--- src/rtl/cpu_data_arbiter.sv ---
// Round-robin arbiter that merges per-CPU payload streams into one registered
// output beat, and reports completion once every CPU is done and the output has drained.
module cpu_data_arbiter #(
    parameter int unsigned CPU_NB = 4,
    parameter int unsigned DATA_W = 64,
    localparam int unsigned IDX_W = (CPU_NB > 1) ? $clog2(CPU_NB) : 1
) (
    input  logic                     clk,
    input  logic                     rst,
    input  logic [CPU_NB-1:0]        req_vld,
    input  logic [CPU_NB*DATA_W-1:0] req_data,
    output logic [CPU_NB-1:0]        req_rdy,
    input  logic [CPU_NB-1:0]        req_done,
    output logic                     out_vld,
    output logic [DATA_W-1:0]        out_data,
    output logic [IDX_W-1:0]         out_cpu_idx,
    input  logic                     out_rdy,
    output logic                     all_done
);

    localparam int unsigned CNT_W = 32;

    typedef enum logic [1:0] {
        ST_RUN,
        ST_DRAIN,
        ST_DONE
    } state_t;

    state_t             state_q;
    state_t             state_d;
    logic [IDX_W-1:0]   last_grant_q;
    logic [IDX_W-1:0]   grant_idx;
    logic [IDX_W-1:0]   cand;
    logic               grant_vld;
    logic               out_free;
    logic               fire;
    logic [CNT_W-1:0]   beat_cnt_q [CPU_NB];

    // Round-robin search starting one past the last granted CPU.
    always_comb begin
        grant_vld = 1'b0;
        grant_idx = '0;
        cand      = '0;
        for (int unsigned k = 0; k < CPU_NB; k++) begin
            cand = IDX_W'((32'(last_grant_q) + 32'(k) + 32'd1) % CPU_NB);
            if (!grant_vld && req_vld[cand]) begin
                grant_vld = 1'b1;
                grant_idx = cand;
            end
        end
    end

    assign out_free = !out_vld || out_rdy;

    always_comb begin
        req_rdy = '0;
        if (!rst && out_free && (state_q != ST_DONE) && grant_vld) begin
            req_rdy[grant_idx] = 1'b1;
        end
    end

    assign fire     = |req_rdy;
    assign all_done = (state_q == ST_DONE);

    always_comb begin
        state_d = state_q;
        case (state_q)
            ST_RUN: begin
                if (&req_done) state_d = ST_DRAIN;
            end
            ST_DRAIN: begin
                if (!(&req_done))                 state_d = ST_RUN;
                else if (req_vld == '0 && !out_vld) state_d = ST_DONE;
            end
            ST_DONE: state_d = ST_DONE;
            default: state_d = ST_RUN;
        endcase
    end

    always_ff @(posedge clk or posedge rst) begin
        if (rst) state_q <= ST_RUN;
        else     state_q <= state_d;
    end

    // Output register: a new grant overwrites a draining beat with no bubble.
    always_ff @(posedge clk or posedge rst) begin
        if (rst) begin
            out_vld      <= 1'b0;
            out_data     <= '0;
            out_cpu_idx  <= '0;
            last_grant_q <= IDX_W'(CPU_NB - 1);
        end else if (fire) begin
            out_vld      <= 1'b1;
            out_data     <= req_data[32'(grant_idx) * DATA_W +: DATA_W];
            out_cpu_idx  <= grant_idx;
            last_grant_q <= grant_idx;
        end else if (out_rdy) begin
            out_vld      <= 1'b0;
        end
    end

    always_ff @(posedge clk or posedge rst) begin
        if (rst) begin
            for (int unsigned i = 0; i < CPU_NB; i++) beat_cnt_q[i] <= '0;
        end else begin
            for (int unsigned i = 0; i < CPU_NB; i++) begin
                if (req_rdy[i]) beat_cnt_q[i] <= beat_cnt_q[i] + CNT_W'(1);
            end
        end
    end

    // Every accepted beat advances its source CPU's counter by exactly one.
    for (genvar g = 0; g < CPU_NB; g++) begin : g_cnt_chk
        assert property (@(posedge clk) disable iff (rst)
            (req_rdy[g] && req_vld[g]) |=> (beat_cnt_q[g] == $past(beat_cnt_q[g]) + CNT_W'(1)));
    end

endmodule

--- config.mk ---
export PLATFORM = sky130hd
export DESIGN_NAME = cpu_data_arbiter
export DESIGN_NICKNAME = d
export VERILOG_FILES = /design/src/rtl/cpu_data_arbiter.sv
export SDC_FILE = /design/constraint.sdc
export NUM_CORES = 1
export LEC_CHECK = 0
export ABC_AREA = 0
export BUFFER_PORTS_ARGS = -buffer_cell sky130_fd_sc_hd__buf_4
export CAP_MARGIN = 25
export CORE_AREA = 8 8 124 126
export CTS_CLUSTER_DIAMETER = 60
export CTS_CLUSTER_SIZE = 28
export DETAILED_ROUTE_END_ITERATION = 8
export DIE_AREA = 0 0 132 134
export PLACE_DENSITY = 0.76
export SKIP_LAST_GASP = 1
export SYNTH_ARGS = -nofsm -noshare
export SYNTH_HDL_FRONTEND = slang
export SYNTH_SLANG_ARGS = --single-unit
export TNS_END_PERCENT = 20
--- constraint.sdc ---
create_clock -name clk -period 2.3 [get_ports clk]
set_input_delay 0.345 -clock clk [delete_from_list [all_inputs] [get_ports clk]]
set_output_delay 0.345 -clock clk [all_outputs]
set_load 0.005 [all_outputs]
==> out/results.tsv <==
stage	metric	value	unit
status	status	completed	
floorplanning	core.rowCount	43	
pwr	power_frac_comb	43.5	%
pwr	swShare	34.68	%
placed_design	gp_congestion	0.8356	
yosys	synth_most_common_cell	nor2_1	
cts	htreeDepth	3	
cts	cts_sinks	71	
sta	slew_headroom	64.53	%
critical_path	critPathRequiredTime	1.96	ns
yosys	yosys-top-cells-count	nor2_1, dfrtp_1, nand2_1	
cts	cts_max_path_buffers	2	
finish	diodes	0	
critical_path	cp-end-kind	primary output	
yosys	synthTopCellsByArea	dfrtp_1, o211ai_1, a221oi_1, a31oi_1, nor2_1	
yosys	synth_top_area_share	39.62	%
sta	finalMaxSlewViolations	0	
yosys	async_flop_share	100.0	%
sta	setup_tns	0	ns
critical_path	arrival	1.86	ns
run	maxCapViolations	0	
floorplanning	fp.dieArea	17690	sq um
placed_design	place.detailed.hpwl	15.70	mm
sta	setup_viol	0	
floorplanning	fp.dieH	134	microns
finish	num-fill-cells	1257	
pwr	peakVddDrop	0.3329	mV
global_route	grt_usage	23.07	%
critical_path	worstPathCellList	o21ai_0, a32o_2, buf_12, and2_1, buf_4	
yosys	synth.distinct_cells	35	
yosys	ys_ff_latch	71	
sta	clock-skew-final	0.01065	ns
sta	worst_pin_slew	0.5321	ns
yosys	syn_nets	765	
detailed_routing	dr_total_vias	5591	
pwr	power_density	731.2	nW/um^2
sta	post-route-period-util	95.76	%
sta	min_period	2.202	ns
sta	rsz0062_at_grt	no	
finish	drive_gt1_share	49.08	%
floorplanning	start_util	32.27	%
finish	syn_to_final_growth	71.58	%
yosys	yosysSeqAreaShare	40.83	%
critical_path	path_max_fanout	27	
pwr	power.leakage	3.345	nW
finish	multiInputGateArea	2356	sq um
detailed_routing	vias_per_cell	5.642	
floorplanning	ios	339	
cts	clk_transition_reported_paths	0.06	ns
cts	cts_buffers	9	
yosys	synth_edf_count	0	
sta	hold_viol_final	0	
detailed_routing	routed_wl	21.34	mm
critical_path	critPathBufInv	2	
floorplanning	core_area	13500	sq um
placed_design	pre_cts_slack	0.2025	ns
global_route	antenna_found_initial	0	
cts	cts_tree	yes	
yosys	synth_area_leader_cell	dfrtp_1	
min_path	hold_class	in -> async	
critical_path	cp_slowest_cell	dfstp_2	
pwr	internal_power	0.003572	W
critical_path	cp-start-kind	flip-flop	
yosys	synth_area	4358	sq um
cts	clk_latency	0.34	ns
critical_path	worst-setup-path-type	reg -> out	
cts	root_buffer	clkbuf_16	
yosys	ys_warn_count	0	
detailed_routing	initialDrtViolationCount	310	
pwr	seqPwrFrac	33.2	%
detailed_routing	drtAntennaViolNets	0	
finish	finalNonFillerCells	991	
pwr	pwr-share-clk	23.4	%
critical_path	critPathTopFamily	flip-flops	
placed_design	io_buffers	338	
global_route	grt_max_degree	65	
placed_design	dp_cells	975	
floorplanning	die_w	132	microns
yosys	synth_flop_cell	dfrtp_1	
sta	fin_ws	0.09759	ns
yosys	syn-instance-count	498	
global_route	gr-total-overflow	0	
critical_path	startpoint	last_grant_q[1]$_DFFE_PP1P_	
detailed_routing	drtPass1Iterations	5	
sta	fmax	454.0	MHz
global_route	grt_pass1_wl	32.73	mm
critical_path	worstReg2RegStart	state_q[1]$_DFFE_PP0P_	
critical_path	max_stage_delay	0.63	ns
yosys	syn_area_per_cell	8.751	sq um
finish	layout.nets	1074	
detailed_routing	wire_per_inst	21.54	microns
global_route	grt_pass1_vias	5828	
detailed_routing	drc	0	
finish	seqCellArea	1779	sq um
pwr	switchingPower	0.001896	W
power by group through the flow:
stage | Sequential (W) | Combinational, W | Clock (W)
2_1_floorplan | 0.00181 | 0.00101 | 0
3_3_place_gp | 0.00181 | 0.00236 | 0
3_5_place_dp | 0.00183 | 0.00238 | 0
4_1_cts | 0.00182 | 0.00240 | 0.00131
5_1_grt | 0.00185 | 0.00258 | 0.00134
6_report | 0.00181 | 0.00238 | 0.00128
per-layer routing:
metal	share of wire, %	vias up	GRT usage, %
met1	38	2681	26.26
met2	49	317	38.90
met5	0	-	0
met4	2.9	0	10.15
li1	-	2555	-
met3	9.6	38	7.479
cell type report:
type	instances	area share, %
sequential	71	23.80
inverter	2	0.1004
clock buffer	14	3.397
timing repair buffer	358	38.12
multi-input combinational	365	31.51
tap	180	3.012
clock inverter	1	0.06693
path summary, 6_finish.rpt:
kind / cells after the start / slack [ns] / endpoint
worst max-delay path: 5 / 0.1 / req_rdy[1]
worst min-delay path: 3 / 0.07 / out_data[19]$_DFFE_PP0P_
worst max register to register: 5 / 0.34 / out_data[15]$_DFFE_PP0P_
worst min register to register: 1 / 0.45 / state_q[0]$_DFFE_PP0P_
max in group asynchronous: 3 / 1.73 / last_grant_q[0]$_DFFE_PP1P_
min in group clk: 3 / 0.26 / out_data[36]$_DFFE_PP0P_
flip-flops by register name, summed over array words and instances, names as in the netlist:
| register | count |
|---|---|
| last_grant_q | 2 |
| out_cpu_idx | 2 |
| out_data | 64 |
| out_vld | 1 |
| state_q | 2 |
cells by family after synthesis:
family                 after synthesis  share of synthesized area, %
AO/OA/AOI/OAI                      210                         38.24
AND/OR/NAND/NOR                    154                         14.38
flip-flops                          71                         40.83
buffers and inverters               62                         6.288
multiplexers                         1                        0.2584
worst min-delay path, stage by stage:
cell    delay (ns)
buf_4         0.13
inv_2         0.08
buf_12        0.22
cells in the final DEF, fill, tap and decap left out, types with 2 or more instances in the layout:
cell,synthesis,routed
a21oi_1,6,5
buf_4,0,346
nand2b_1,2,2
dfstp_2,2,2
nand2_1,66,66
buf_12,0,11
nor2b_1,3,3
dfrtp_1,69,69
o21ai_0,3,3
o211ai_1,64,64
clkbuf_1,37,4
a221oi_1,48,48
a221oi_2,16,16
and2_1,3,3
a31oi_1,64,64
nor2_1,72,72
clkbuf_16,0,9
repair_timing:
| item | CTS | global route |
|---|---|---|
| setup buffers | 0 | 0 |
| gates resized for setup | 1 | 0 |
| hold buffers | 0 | 0 |
| endpoints found under the setup margin | 1 | 0 |
per-stage QoR:
stage | hold slack (ns) | area, sq um | util, % | power (W)
6_report | 0.07413 | 7477 | 55.37 | 0.005468
5_1_grt | 0.09375 | 7477 | 55.37 | 0.005772
4_1_cts | 0.07413 | 7477 | 55.37 | 0.005522
3_5_place_dp | 0.4357 | 7183 | 53.19 | 0.004216
3_3_place_gp | 0.4380 | 7183 | 53.19 | 0.004176
2_1_floorplan | 0.4254 | 4358 | - | 0.002827
Note: power is estimated with default switching activity, not from simulation.
